## src/rtl/id_stage_pipe_if.sv

```systemverilog
// Bundles the IF/ID-side inputs, forwarding paths and ID/EX outputs of the decode stage.
// The pipeline environment uses the master modport; the decode stage uses the slave modport.
interface id_stage_pipe_if #(
    parameter int DATA_W  = 32,
    parameter int RADDR_W = 5,
    parameter int CNT_W   = 16
);
    logic [DATA_W-1:0]  pc_i;
    logic [31:0]        inst_i;
    logic               inst_valid_i;
    logic [DATA_W-1:0]  reg1_data_i;
    logic [DATA_W-1:0]  reg2_data_i;
    logic               reg1_read_o;
    logic               reg2_read_o;
    logic [RADDR_W-1:0] reg1_addr_o;
    logic [RADDR_W-1:0] reg2_addr_o;
    logic               ex_wreg_i;
    logic [RADDR_W-1:0] ex_wd_i;
    logic [DATA_W-1:0]  ex_wdata_i;
    logic               ex_is_load_i;
    logic               mem_wreg_i;
    logic [RADDR_W-1:0] mem_wd_i;
    logic [DATA_W-1:0]  mem_wdata_i;
    logic               stall_i;
    logic               flush_i;
    logic               stall_req_o;
    logic [7:0]         ex_aluop_o;
    logic [2:0]         ex_alusel_o;
    logic [DATA_W-1:0]  ex_reg1_o;
    logic [DATA_W-1:0]  ex_reg2_o;
    logic [RADDR_W-1:0] ex_wd_o;
    logic               ex_wreg_o;
    logic               ex_is_load_o;
    logic               ex_valid_o;
    logic [DATA_W-1:0]  ex_pc_o;
    logic               invalid_inst_o;
    logic [CNT_W-1:0]   stall_cnt_o;

    modport master (
        output pc_i, inst_i, inst_valid_i, reg1_data_i, reg2_data_i,
               ex_wreg_i, ex_wd_i, ex_wdata_i, ex_is_load_i,
               mem_wreg_i, mem_wd_i, mem_wdata_i, stall_i, flush_i,
        input  reg1_read_o, reg2_read_o, reg1_addr_o, reg2_addr_o, stall_req_o,
               ex_aluop_o, ex_alusel_o, ex_reg1_o, ex_reg2_o, ex_wd_o, ex_wreg_o,
               ex_is_load_o, ex_valid_o, ex_pc_o, invalid_inst_o, stall_cnt_o
    );

    modport slave (
        input  pc_i, inst_i, inst_valid_i, reg1_data_i, reg2_data_i,
               ex_wreg_i, ex_wd_i, ex_wdata_i, ex_is_load_i,
               mem_wreg_i, mem_wd_i, mem_wdata_i, stall_i, flush_i,
        output reg1_read_o, reg2_read_o, reg1_addr_o, reg2_addr_o, stall_req_o,
               ex_aluop_o, ex_alusel_o, ex_reg1_o, ex_reg2_o, ex_wd_o, ex_wreg_o,
               ex_is_load_o, ex_valid_o, ex_pc_o, invalid_inst_o, stall_cnt_o
    );
endinterface

```

## src/rtl/id_stage_pipe.sv

```systemverilog
// MIPS decode stage: decodes the logic/shift/load subset, forwards EX/MEM results,
// raises load-use interlocks and owns the ID/EX register plus a stall-cycle counter.
module id_stage_pipe #(
    parameter int DATA_W  = 32,
    parameter int RADDR_W = 5,
    parameter bit FWD_EN  = 1'b1,
    parameter int CNT_W   = 16
) (
    input logic            clk,
    input logic            rst,
    id_stage_pipe_if.slave bus
);
    localparam logic [7:0] EXE_NOP_OP = 8'b0000_0000;
    localparam logic [7:0] EXE_AND_OP = 8'b0010_0100;
    localparam logic [7:0] EXE_OR_OP  = 8'b0010_0101;
    localparam logic [7:0] EXE_XOR_OP = 8'b0010_0110;
    localparam logic [7:0] EXE_NOR_OP = 8'b0010_0111;
    localparam logic [7:0] EXE_SLL_OP = 8'b0111_1100;
    localparam logic [7:0] EXE_SRL_OP = 8'b0000_0010;
    localparam logic [7:0] EXE_SRA_OP = 8'b0000_0011;
    localparam logic [7:0] EXE_LW_OP  = 8'b1110_0011;

    localparam logic [2:0] EXE_RES_NOP        = 3'b000;
    localparam logic [2:0] EXE_RES_LOGIC      = 3'b001;
    localparam logic [2:0] EXE_RES_SHIFT      = 3'b010;
    localparam logic [2:0] EXE_RES_LOAD_STORE = 3'b111;

    localparam logic [5:0] OP_SPECIAL = 6'h00;
    localparam logic [5:0] OP_ANDI    = 6'h0C;
    localparam logic [5:0] OP_ORI     = 6'h0D;
    localparam logic [5:0] OP_XORI    = 6'h0E;
    localparam logic [5:0] OP_LUI     = 6'h0F;
    localparam logic [5:0] OP_LW      = 6'h23;

    localparam logic [5:0] F_SLL = 6'h00;
    localparam logic [5:0] F_SRL = 6'h02;
    localparam logic [5:0] F_SRA = 6'h03;
    localparam logic [5:0] F_AND = 6'h24;
    localparam logic [5:0] F_OR  = 6'h25;
    localparam logic [5:0] F_XOR = 6'h26;
    localparam logic [5:0] F_NOR = 6'h27;

    typedef struct packed {
        logic [7:0]         aluop;
        logic [2:0]         alusel;
        logic [DATA_W-1:0]  reg1;
        logic [DATA_W-1:0]  reg2;
        logic [RADDR_W-1:0] wd;
        logic               wreg;
        logic               is_load;
        logic               valid;
        logic [DATA_W-1:0]  pc;
        logic               invalid;
    } idex_t;

    localparam idex_t BUBBLE = '0;

    logic [5:0]         op;
    logic [5:0]         funct;
    logic [4:0]         rs;
    logic [4:0]         rt;
    logic [4:0]         rd;
    logic [4:0]         shamt;
    logic [15:0]        imm;
    logic               rd1;
    logic               rd2;
    logic [DATA_W-1:0]  imm_val;
    logic [RADDR_W-1:0] addr1;
    logic [RADDR_W-1:0] addr2;
    logic               hit_ex;
    logic               hit_mem;
    logic               stall_req;
    logic [CNT_W-1:0]   stall_cnt;
    idex_t              dec;
    idex_t              idex_q;

    assign op    = bus.inst_i[31:26];
    assign rs    = bus.inst_i[25:21];
    assign rt    = bus.inst_i[20:16];
    assign rd    = bus.inst_i[15:11];
    assign shamt = bus.inst_i[10:6];
    assign funct = bus.inst_i[5:0];
    assign imm   = bus.inst_i[15:0];
    assign addr1 = RADDR_W'(rs);
    assign addr2 = RADDR_W'(rt);

    // EX wins over MEM because it is the younger result; an EX load is never
    // forwarded since its data does not exist yet (the interlock covers it).
    function automatic logic [DATA_W-1:0] pick_operand(
        input logic               rd_en,
        input logic [RADDR_W-1:0] addr,
        input logic [DATA_W-1:0]  rf_data,
        input logic [DATA_W-1:0]  imm_v,
        input logic               ex_wreg,
        input logic [RADDR_W-1:0] ex_wd,
        input logic [DATA_W-1:0]  ex_wdata,
        input logic               ex_load,
        input logic               mem_wreg,
        input logic [RADDR_W-1:0] mem_wd,
        input logic [DATA_W-1:0]  mem_wdata
    );
        logic [DATA_W-1:0] res;
        if (!rd_en)
            res = imm_v;
        else if (addr == '0)
            res = '0;
        else if (FWD_EN && ex_wreg && (ex_wd == addr) && !ex_load)
            res = ex_wdata;
        else if (FWD_EN && mem_wreg && (mem_wd == addr))
            res = mem_wdata;
        else
            res = rf_data;
        return res;
    endfunction

    always_comb begin
        dec         = BUBBLE;
        rd1         = 1'b0;
        rd2         = 1'b0;
        imm_val     = '0;
        dec.pc      = bus.pc_i;
        dec.valid   = 1'b1;
        dec.invalid = 1'b1;
        case (op)
            OP_ORI, OP_ANDI, OP_XORI: begin
                rd1         = 1'b1;
                imm_val     = DATA_W'(imm);
                dec.wd      = addr2;
                dec.wreg    = 1'b1;
                dec.alusel  = EXE_RES_LOGIC;
                dec.invalid = 1'b0;
                dec.aluop   = (op == OP_ORI)  ? EXE_OR_OP :
                              (op == OP_ANDI) ? EXE_AND_OP : EXE_XOR_OP;
            end
            OP_LUI: begin
                imm_val     = DATA_W'({imm, 16'h0000});
                dec.wd      = addr2;
                dec.wreg    = 1'b1;
                dec.aluop   = EXE_OR_OP;
                dec.alusel  = EXE_RES_LOGIC;
                dec.invalid = 1'b0;
            end
            OP_LW: begin
                rd1         = 1'b1;
                imm_val     = DATA_W'($signed(imm));
                dec.wd      = addr2;
                dec.wreg    = 1'b1;
                dec.is_load = 1'b1;
                dec.aluop   = EXE_LW_OP;
                dec.alusel  = EXE_RES_LOAD_STORE;
                dec.invalid = 1'b0;
            end
            OP_SPECIAL: begin
                case (funct)
                    F_AND, F_OR, F_XOR, F_NOR: begin
                        if (shamt == 5'd0) begin
                            rd1         = 1'b1;
                            rd2         = 1'b1;
                            dec.wd      = RADDR_W'(rd);
                            dec.wreg    = 1'b1;
                            dec.alusel  = EXE_RES_LOGIC;
                            dec.invalid = 1'b0;
                            dec.aluop   = (funct == F_AND) ? EXE_AND_OP :
                                          (funct == F_OR)  ? EXE_OR_OP  :
                                          (funct == F_XOR) ? EXE_XOR_OP : EXE_NOR_OP;
                        end
                    end
                    F_SLL, F_SRL, F_SRA: begin
                        if (rs == 5'd0) begin
                            rd2         = 1'b1;
                            imm_val     = DATA_W'(shamt);
                            dec.wd      = RADDR_W'(rd);
                            dec.wreg    = 1'b1;
                            dec.alusel  = EXE_RES_SHIFT;
                            dec.invalid = 1'b0;
                            dec.aluop   = (funct == F_SLL) ? EXE_SLL_OP :
                                          (funct == F_SRL) ? EXE_SRL_OP : EXE_SRA_OP;
                        end
                    end
                    default: ;
                endcase
            end
            default: ;
        endcase
        dec.reg1 = pick_operand(rd1, addr1, bus.reg1_data_i, imm_val,
                                bus.ex_wreg_i, bus.ex_wd_i, bus.ex_wdata_i, bus.ex_is_load_i,
                                bus.mem_wreg_i, bus.mem_wd_i, bus.mem_wdata_i);
        dec.reg2 = pick_operand(rd2, addr2, bus.reg2_data_i, imm_val,
                                bus.ex_wreg_i, bus.ex_wd_i, bus.ex_wdata_i, bus.ex_is_load_i,
                                bus.mem_wreg_i, bus.mem_wd_i, bus.mem_wdata_i);
    end

    // Without forwarding every in-flight producer of a source register must be waited out.
    assign hit_ex  = bus.ex_wreg_i && (bus.ex_wd_i != '0) &&
                     ((rd1 && (addr1 == bus.ex_wd_i)) || (rd2 && (addr2 == bus.ex_wd_i)));
    assign hit_mem = bus.mem_wreg_i && (bus.mem_wd_i != '0) &&
                     ((rd1 && (addr1 == bus.mem_wd_i)) || (rd2 && (addr2 == bus.mem_wd_i)));
    assign stall_req = bus.inst_valid_i &&
                       (FWD_EN ? (bus.ex_is_load_i && hit_ex) : (hit_ex || hit_mem));

    always_ff @(posedge clk) begin
        if (!rst) begin
            idex_q    <= BUBBLE;
            stall_cnt <= '0;
        end else begin
            if (stall_req && !bus.stall_i && (stall_cnt != {CNT_W{1'b1}}))
                stall_cnt <= stall_cnt + CNT_W'(1);
            if (bus.flush_i)
                idex_q <= BUBBLE;
            else if (!bus.stall_i)
                idex_q <= (stall_req || !bus.inst_valid_i) ? BUBBLE : dec;
        end
    end

    assign bus.reg1_read_o    = rd1;
    assign bus.reg2_read_o    = rd2;
    assign bus.reg1_addr_o    = addr1;
    assign bus.reg2_addr_o    = addr2;
    assign bus.stall_req_o    = stall_req;
    assign bus.ex_aluop_o     = idex_q.aluop;
    assign bus.ex_alusel_o    = idex_q.alusel;
    assign bus.ex_reg1_o      = idex_q.reg1;
    assign bus.ex_reg2_o      = idex_q.reg2;
    assign bus.ex_wd_o        = idex_q.wd;
    assign bus.ex_wreg_o      = idex_q.wreg;
    assign bus.ex_is_load_o   = idex_q.is_load;
    assign bus.ex_valid_o     = idex_q.valid;
    assign bus.ex_pc_o        = idex_q.pc;
    assign bus.invalid_inst_o = idex_q.invalid;
    assign bus.stall_cnt_o    = stall_cnt;
endmodule

```

## src/flat_wrapper.sv

```systemverilog
// flat-port wrapper written by rule: the top's interface ports become plain ports
module id_stage_pipe_flat 
#(
    parameter int DATA_W  = 32,
    parameter int RADDR_W = 5,
    parameter bit FWD_EN  = 1'b1,
    parameter int CNT_W   = 16
)
  (clk, rst, bus_pc_i, bus_inst_i, bus_inst_valid_i, bus_reg1_data_i, bus_reg2_data_i, bus_ex_wreg_i, bus_ex_wd_i, bus_ex_wdata_i, bus_ex_is_load_i, bus_mem_wreg_i, bus_mem_wd_i, bus_mem_wdata_i, bus_stall_i, bus_flush_i, bus_reg1_read_o, bus_reg2_read_o, bus_reg1_addr_o, bus_reg2_addr_o, bus_stall_req_o, bus_ex_aluop_o, bus_ex_alusel_o, bus_ex_reg1_o, bus_ex_reg2_o, bus_ex_wd_o, bus_ex_wreg_o, bus_ex_is_load_o, bus_ex_valid_o, bus_ex_pc_o, bus_invalid_inst_o, bus_stall_cnt_o);
  id_stage_pipe_if #(.DATA_W(DATA_W), .RADDR_W(RADDR_W), .CNT_W(CNT_W)) bus_i ();
  input logic clk;
  input logic rst;
  input wire logic [$bits(bus_i.pc_i)-1:0] bus_pc_i;
  input wire logic [$bits(bus_i.inst_i)-1:0] bus_inst_i;
  input wire logic [$bits(bus_i.inst_valid_i)-1:0] bus_inst_valid_i;
  input wire logic [$bits(bus_i.reg1_data_i)-1:0] bus_reg1_data_i;
  input wire logic [$bits(bus_i.reg2_data_i)-1:0] bus_reg2_data_i;
  input wire logic [$bits(bus_i.ex_wreg_i)-1:0] bus_ex_wreg_i;
  input wire logic [$bits(bus_i.ex_wd_i)-1:0] bus_ex_wd_i;
  input wire logic [$bits(bus_i.ex_wdata_i)-1:0] bus_ex_wdata_i;
  input wire logic [$bits(bus_i.ex_is_load_i)-1:0] bus_ex_is_load_i;
  input wire logic [$bits(bus_i.mem_wreg_i)-1:0] bus_mem_wreg_i;
  input wire logic [$bits(bus_i.mem_wd_i)-1:0] bus_mem_wd_i;
  input wire logic [$bits(bus_i.mem_wdata_i)-1:0] bus_mem_wdata_i;
  input wire logic [$bits(bus_i.stall_i)-1:0] bus_stall_i;
  input wire logic [$bits(bus_i.flush_i)-1:0] bus_flush_i;
  output wire logic [$bits(bus_i.reg1_read_o)-1:0] bus_reg1_read_o;
  output wire logic [$bits(bus_i.reg2_read_o)-1:0] bus_reg2_read_o;
  output wire logic [$bits(bus_i.reg1_addr_o)-1:0] bus_reg1_addr_o;
  output wire logic [$bits(bus_i.reg2_addr_o)-1:0] bus_reg2_addr_o;
  output wire logic [$bits(bus_i.stall_req_o)-1:0] bus_stall_req_o;
  output wire logic [$bits(bus_i.ex_aluop_o)-1:0] bus_ex_aluop_o;
  output wire logic [$bits(bus_i.ex_alusel_o)-1:0] bus_ex_alusel_o;
  output wire logic [$bits(bus_i.ex_reg1_o)-1:0] bus_ex_reg1_o;
  output wire logic [$bits(bus_i.ex_reg2_o)-1:0] bus_ex_reg2_o;
  output wire logic [$bits(bus_i.ex_wd_o)-1:0] bus_ex_wd_o;
  output wire logic [$bits(bus_i.ex_wreg_o)-1:0] bus_ex_wreg_o;
  output wire logic [$bits(bus_i.ex_is_load_o)-1:0] bus_ex_is_load_o;
  output wire logic [$bits(bus_i.ex_valid_o)-1:0] bus_ex_valid_o;
  output wire logic [$bits(bus_i.ex_pc_o)-1:0] bus_ex_pc_o;
  output wire logic [$bits(bus_i.invalid_inst_o)-1:0] bus_invalid_inst_o;
  output wire logic [$bits(bus_i.stall_cnt_o)-1:0] bus_stall_cnt_o;
  assign bus_i.pc_i = bus_pc_i;
  assign bus_i.inst_i = bus_inst_i;
  assign bus_i.inst_valid_i = bus_inst_valid_i;
  assign bus_i.reg1_data_i = bus_reg1_data_i;
  assign bus_i.reg2_data_i = bus_reg2_data_i;
  assign bus_i.ex_wreg_i = bus_ex_wreg_i;
  assign bus_i.ex_wd_i = bus_ex_wd_i;
  assign bus_i.ex_wdata_i = bus_ex_wdata_i;
  assign bus_i.ex_is_load_i = bus_ex_is_load_i;
  assign bus_i.mem_wreg_i = bus_mem_wreg_i;
  assign bus_i.mem_wd_i = bus_mem_wd_i;
  assign bus_i.mem_wdata_i = bus_mem_wdata_i;
  assign bus_i.stall_i = bus_stall_i;
  assign bus_i.flush_i = bus_flush_i;
  assign bus_reg1_read_o = bus_i.reg1_read_o;
  assign bus_reg2_read_o = bus_i.reg2_read_o;
  assign bus_reg1_addr_o = bus_i.reg1_addr_o;
  assign bus_reg2_addr_o = bus_i.reg2_addr_o;
  assign bus_stall_req_o = bus_i.stall_req_o;
  assign bus_ex_aluop_o = bus_i.ex_aluop_o;
  assign bus_ex_alusel_o = bus_i.ex_alusel_o;
  assign bus_ex_reg1_o = bus_i.ex_reg1_o;
  assign bus_ex_reg2_o = bus_i.ex_reg2_o;
  assign bus_ex_wd_o = bus_i.ex_wd_o;
  assign bus_ex_wreg_o = bus_i.ex_wreg_o;
  assign bus_ex_is_load_o = bus_i.ex_is_load_o;
  assign bus_ex_valid_o = bus_i.ex_valid_o;
  assign bus_ex_pc_o = bus_i.ex_pc_o;
  assign bus_invalid_inst_o = bus_i.invalid_inst_o;
  assign bus_stall_cnt_o = bus_i.stall_cnt_o;
  id_stage_pipe #(.DATA_W(DATA_W), .RADDR_W(RADDR_W), .FWD_EN(FWD_EN), .CNT_W(CNT_W)) u_core (.clk(clk), .rst(rst), .bus(bus_i));
endmodule
```

## config.mk

```make
export PLATFORM = sky130hd
export DESIGN_NAME = id_stage_pipe_flat
export DESIGN_NICKNAME = d
export VERILOG_FILES = /design/src/rtl/id_stage_pipe_if.sv /design/src/rtl/id_stage_pipe.sv /design/src/flat_wrapper.sv
export SDC_FILE = /design/constraint.sdc
export NUM_CORES = 1
export LEC_CHECK = 0
export BUFFER_PORTS_ARGS = -buffer_cell sky130_fd_sc_hd__buf_4
export CAP_MARGIN = 20
export CORE_AREA = 2 2 137 139
export DETAILED_ROUTE_END_ITERATION = 7
export DIE_AREA = 0 0 139 141
export PLACE_DENSITY = 0.71
export SLEW_MARGIN = 20
export SYNTH_ARGS = -nofsm -noshare
export SYNTH_HDL_FRONTEND = slang
export SYNTH_SLANG_ARGS = --single-unit
```

## constraint.sdc

```tcl
create_clock -name clk -period 7.7 [get_ports clk]
set_input_delay 2.31 -clock clk [delete_from_list [all_inputs] [get_ports clk]]
set_output_delay 2.31 -clock clk [all_outputs]
set_load 0.01 [all_outputs]
```

==> summary.txt <==
Run status
  • Status: finished clean

Synthesis
  • Yosys cell types: 57
  • Synthesized instance count: approximately 850
  • Synth top area share: 0.367
  • Netlist Area Pre-Place: roughly 0.0071 sq mm
  • Async S/R FF share, synth: 0
  • Yosys top cell by area: dfxtp_1
  • Most common flop cell mapped by yosys: dfxtp_1
  • Top post-synthesis cells by area: dfxtp_1 (37%), nand2_1 (6.7%), a221o_1 (6.5%)
  • Seq/Total Area, Yosys: 0.367
  • Syn_area_per_cell: roughly 8.4 sq um
  • Mapped Nets: between 1k and 1.5k
  • Ys Warns: 0
  • EDFF count, synth: 0
  • Synthesized flop and latch total: between 100 and 150

Critical path
  • Critical path's slowest cell: nor4_1
  • CP bufs+invs: 2
  • Arrival @ worst endpoint: around 4400 ps
  • CP Cell Sequence: buf_4 -> nor4_1 -> nor3b_4 -> o21ai_2 -> o22a_4 -> nor2b_1 -> buf_4
  • CP max stage delay: between 700 and 800 ps
  • Critical path type: input pin to output pin
  • Number of cells on the worst reg-to-reg path: 6
  • CP Max Fanout: 24
  • R2r startpoint: u_core.bus.stall_cnt_o[7]
  • CP top delay family: simple AND/OR/NAND/NOR gates
  • CP required: 5390 ps
  • Crit end category: output pin
  • CP startpoint: bus_inst_i[27]
  • Crit path depth: 7
  • CP dominant cell by count: buf_4
  • Startpoint types: input pin

Placement
  • Placed cell count: between 1k and 1.5k
  • GPL Wtd Cong: between 0.8 and 0.9
  • IO Port Bufs: 354
  • Pre-CTS setup slack: roughly 1100 ps
  • Hpwl dp: roughly 23,000 um

Finish
  • Area Overhead vs Synth: 47.2%
  • Diode count: 0
  • Share of cells above drive strength 1: 0.358
  • Final #Nets: 1,362
  • Finished Layout Cells: 1,398
  • # fillers: 1,721
  • Commonest non-fill, non-tap cell in the layout: buf_4
  • Most frequent cells in the layout: buf_4 (368), dfxtp_1 (130), nand2_1 (127), o21ai_0 (74), a22o_1 (50)

Job
  • Max Cap Viol: 0

Hold path
  • Min-delay src: u_core.bus.ex_reg1_o[2]
  • Hold crit path type: flop to flop
  • Hold Path Cell Cnt: 2

Die
  • Chip Height: 141 um
  • Die X: approximately 140 um
  • Initial Utilization: 0.388
  • DIE AREA: ~0.020 sq mm
  • Core area: 0.0183 sq mm
  • Row cnt: 50
  • I/O pin count: ~360

Pwr
  • PwrDens: around 170 mW/mm^2
  • Tot Pwr: approximately 1.8 mW
  • Leak Pwr: approximately 4.5 nW
  • Peak supply drop: approximately 0.00014 V

STA
  • Max-slew violations: 0
  • TNS Setup: 0 ps
  • Hold Slack: 453 ps
  • Skew final: around 9.4 ps
  • Unrepaired setup endpoints after global routing: no
  • Final Hold Fails: 0
  • Setup violators final: 0
  • Worst-Margin Slew: about 1100 ps
  • Relative slew margins: 0.285
  • Final setup margin: ~1000 ps
  • Crit path time final: roughly 6700 ps
  • Tcrit/Tclk final: 0.868
  • Max frequency: around 0.15 GHz

Routing
  • DRC viols: 0
  • Detailed-route vias per instance: slightly below 6
  • Routed WL: roughly 31,000 um
  • Via count: 8,170
  • Routed Antenna Nets: 0
  • Wirelength per Cell: 22.3 um
  • Iter 0 DRT Violations: 784
  • 1st-pass router iterations: 5

Clock tree
  • Post-CTS Setup Repair Bufs: 0
  • Clock Sinks: between 100 and 150
  • CTS tree: done
  • Root Buffer: clkbuf_16
  • Hold buffer count at cts: 0
  • Worst-path clk slew: roughly 60 ps
  • Later-pin clock latency in the skew report: between 400 and 500 ps
  • Htree depth: 4
  • TritonCTS buffer count: 17
  • Longest Clk Path Bufs: 2
  • CTS-repair resized insts: 0

GRT
  • Initial antenna violation count: 0
  • Vias in the first global route: about 7.5k
  • Global Route Usage Sum: 0.305
  • Total gr overflow: 0
  • Largest net degree at the start of global routing: between 70 and 80
  • First-pass GRT wire length: about 46,000 um
[through the flow]
| stage | util | cell area (sq um) |
|---|---|---|
| after CTS | 0.571 | 10400 |
| final | 0.571 | 10400 |
| after detailed placement | 0.538 | 9830 |
| after floorplan | - | 7090 |
| after global placement | 0.538 | 9830 |
| after global routing | 0.571 | 10400 |
[flip-flops by register name (all words and copies together) (netlist names)]
register,count
u_core.bus.stall_cnt_o,16
u_core.bus.ex_wreg_o,1
u_core.bus.ex_pc_o,32
u_core.bus.ex_aluop_o,6
u_core.bus.ex_valid_o,1
u_core.bus.ex_wd_o,5
u_core.bus.ex_reg1_o,32
u_core.bus.invalid_inst_o,1
u_core.bus.ex_reg2_o,32
u_core.bus.ex_is_load_o,1
u_core.bus.ex_alusel_o,3
[worst min-delay path, stage by stage, from the launching register on]
cell	delay (ps)
dfxtp_1	320
nand2_1	40
o21ai_0	50
[area by class of cell]
cell class,instances,area (sq um),area share
clock inverters,15,180,0.0173
inverters,8,30.0,0.00288
well taps,234,293,0.0281
flip-flops and latches,130,2600,0.249
clock buffers,17,425,0.0408
multi-input cells,626,4140,0.397
repair buffers,368,2760,0.265
[cells by family after synthesis]
kind of cell,share of synthesized area
fa+ha+maj,0.00176
flops,0.367
compound gates,0.290
mux,0.0314
simple gates,0.230
buf+inv,0.0545
xor+xnor,0.0247
[cell usage after synthesis, drive strengths merged, types with 7 or more instances]
| cell | instances |
|---|---|
| or4 | 8 |
| nor4 | 10 |
| xnor2 | 20 |
| o21ai | 75 |
| a221o | 46 |
| a22o | 50 |
| a31oi | 15 |
| nand2b | 37 |
| buf | 16 |
| and2 | 34 |
| nand2 | 127 |
| nor3 | 11 |
| nor2 | 20 |
| dfxtp | 130 |
| inv | 7 |
| mux2i | 20 |
| a32oi | 31 |
| nand3 | 13 |
| a21oi | 11 |
| or3 | 25 |
| o31ai | 13 |
| clkbuf | 65 |
[worst paths after layout]
kind	to	slack [ps]
setup reg to reg	u_core.bus.stall_cnt_o[15]	5220
setup / recovery	bus_stall_req_o	1020
hold reg to reg	u_core.bus.ex_reg1_o[2]	450
hold / removal	u_core.bus.ex_reg1_o[2]	450
[metal layers]
layer / vias to the layer above / GRT usage / part of all wire
li1: 3783 / - / -
met1: 3865 / 0.420 / 0.42
met2: 454 / 0.480 / 0.46
met3: 68 / 0.0557 / 0.084
met4: 0 / 0.110 / 0.032
met5: - / 0 / 0
[power breakdown]
group,internal (mW),switching [mW]
clock network,0.467,0.372
registers,0.677,0.00256
logic,0.122,0.115
Power figures use the tool's default switching activity.
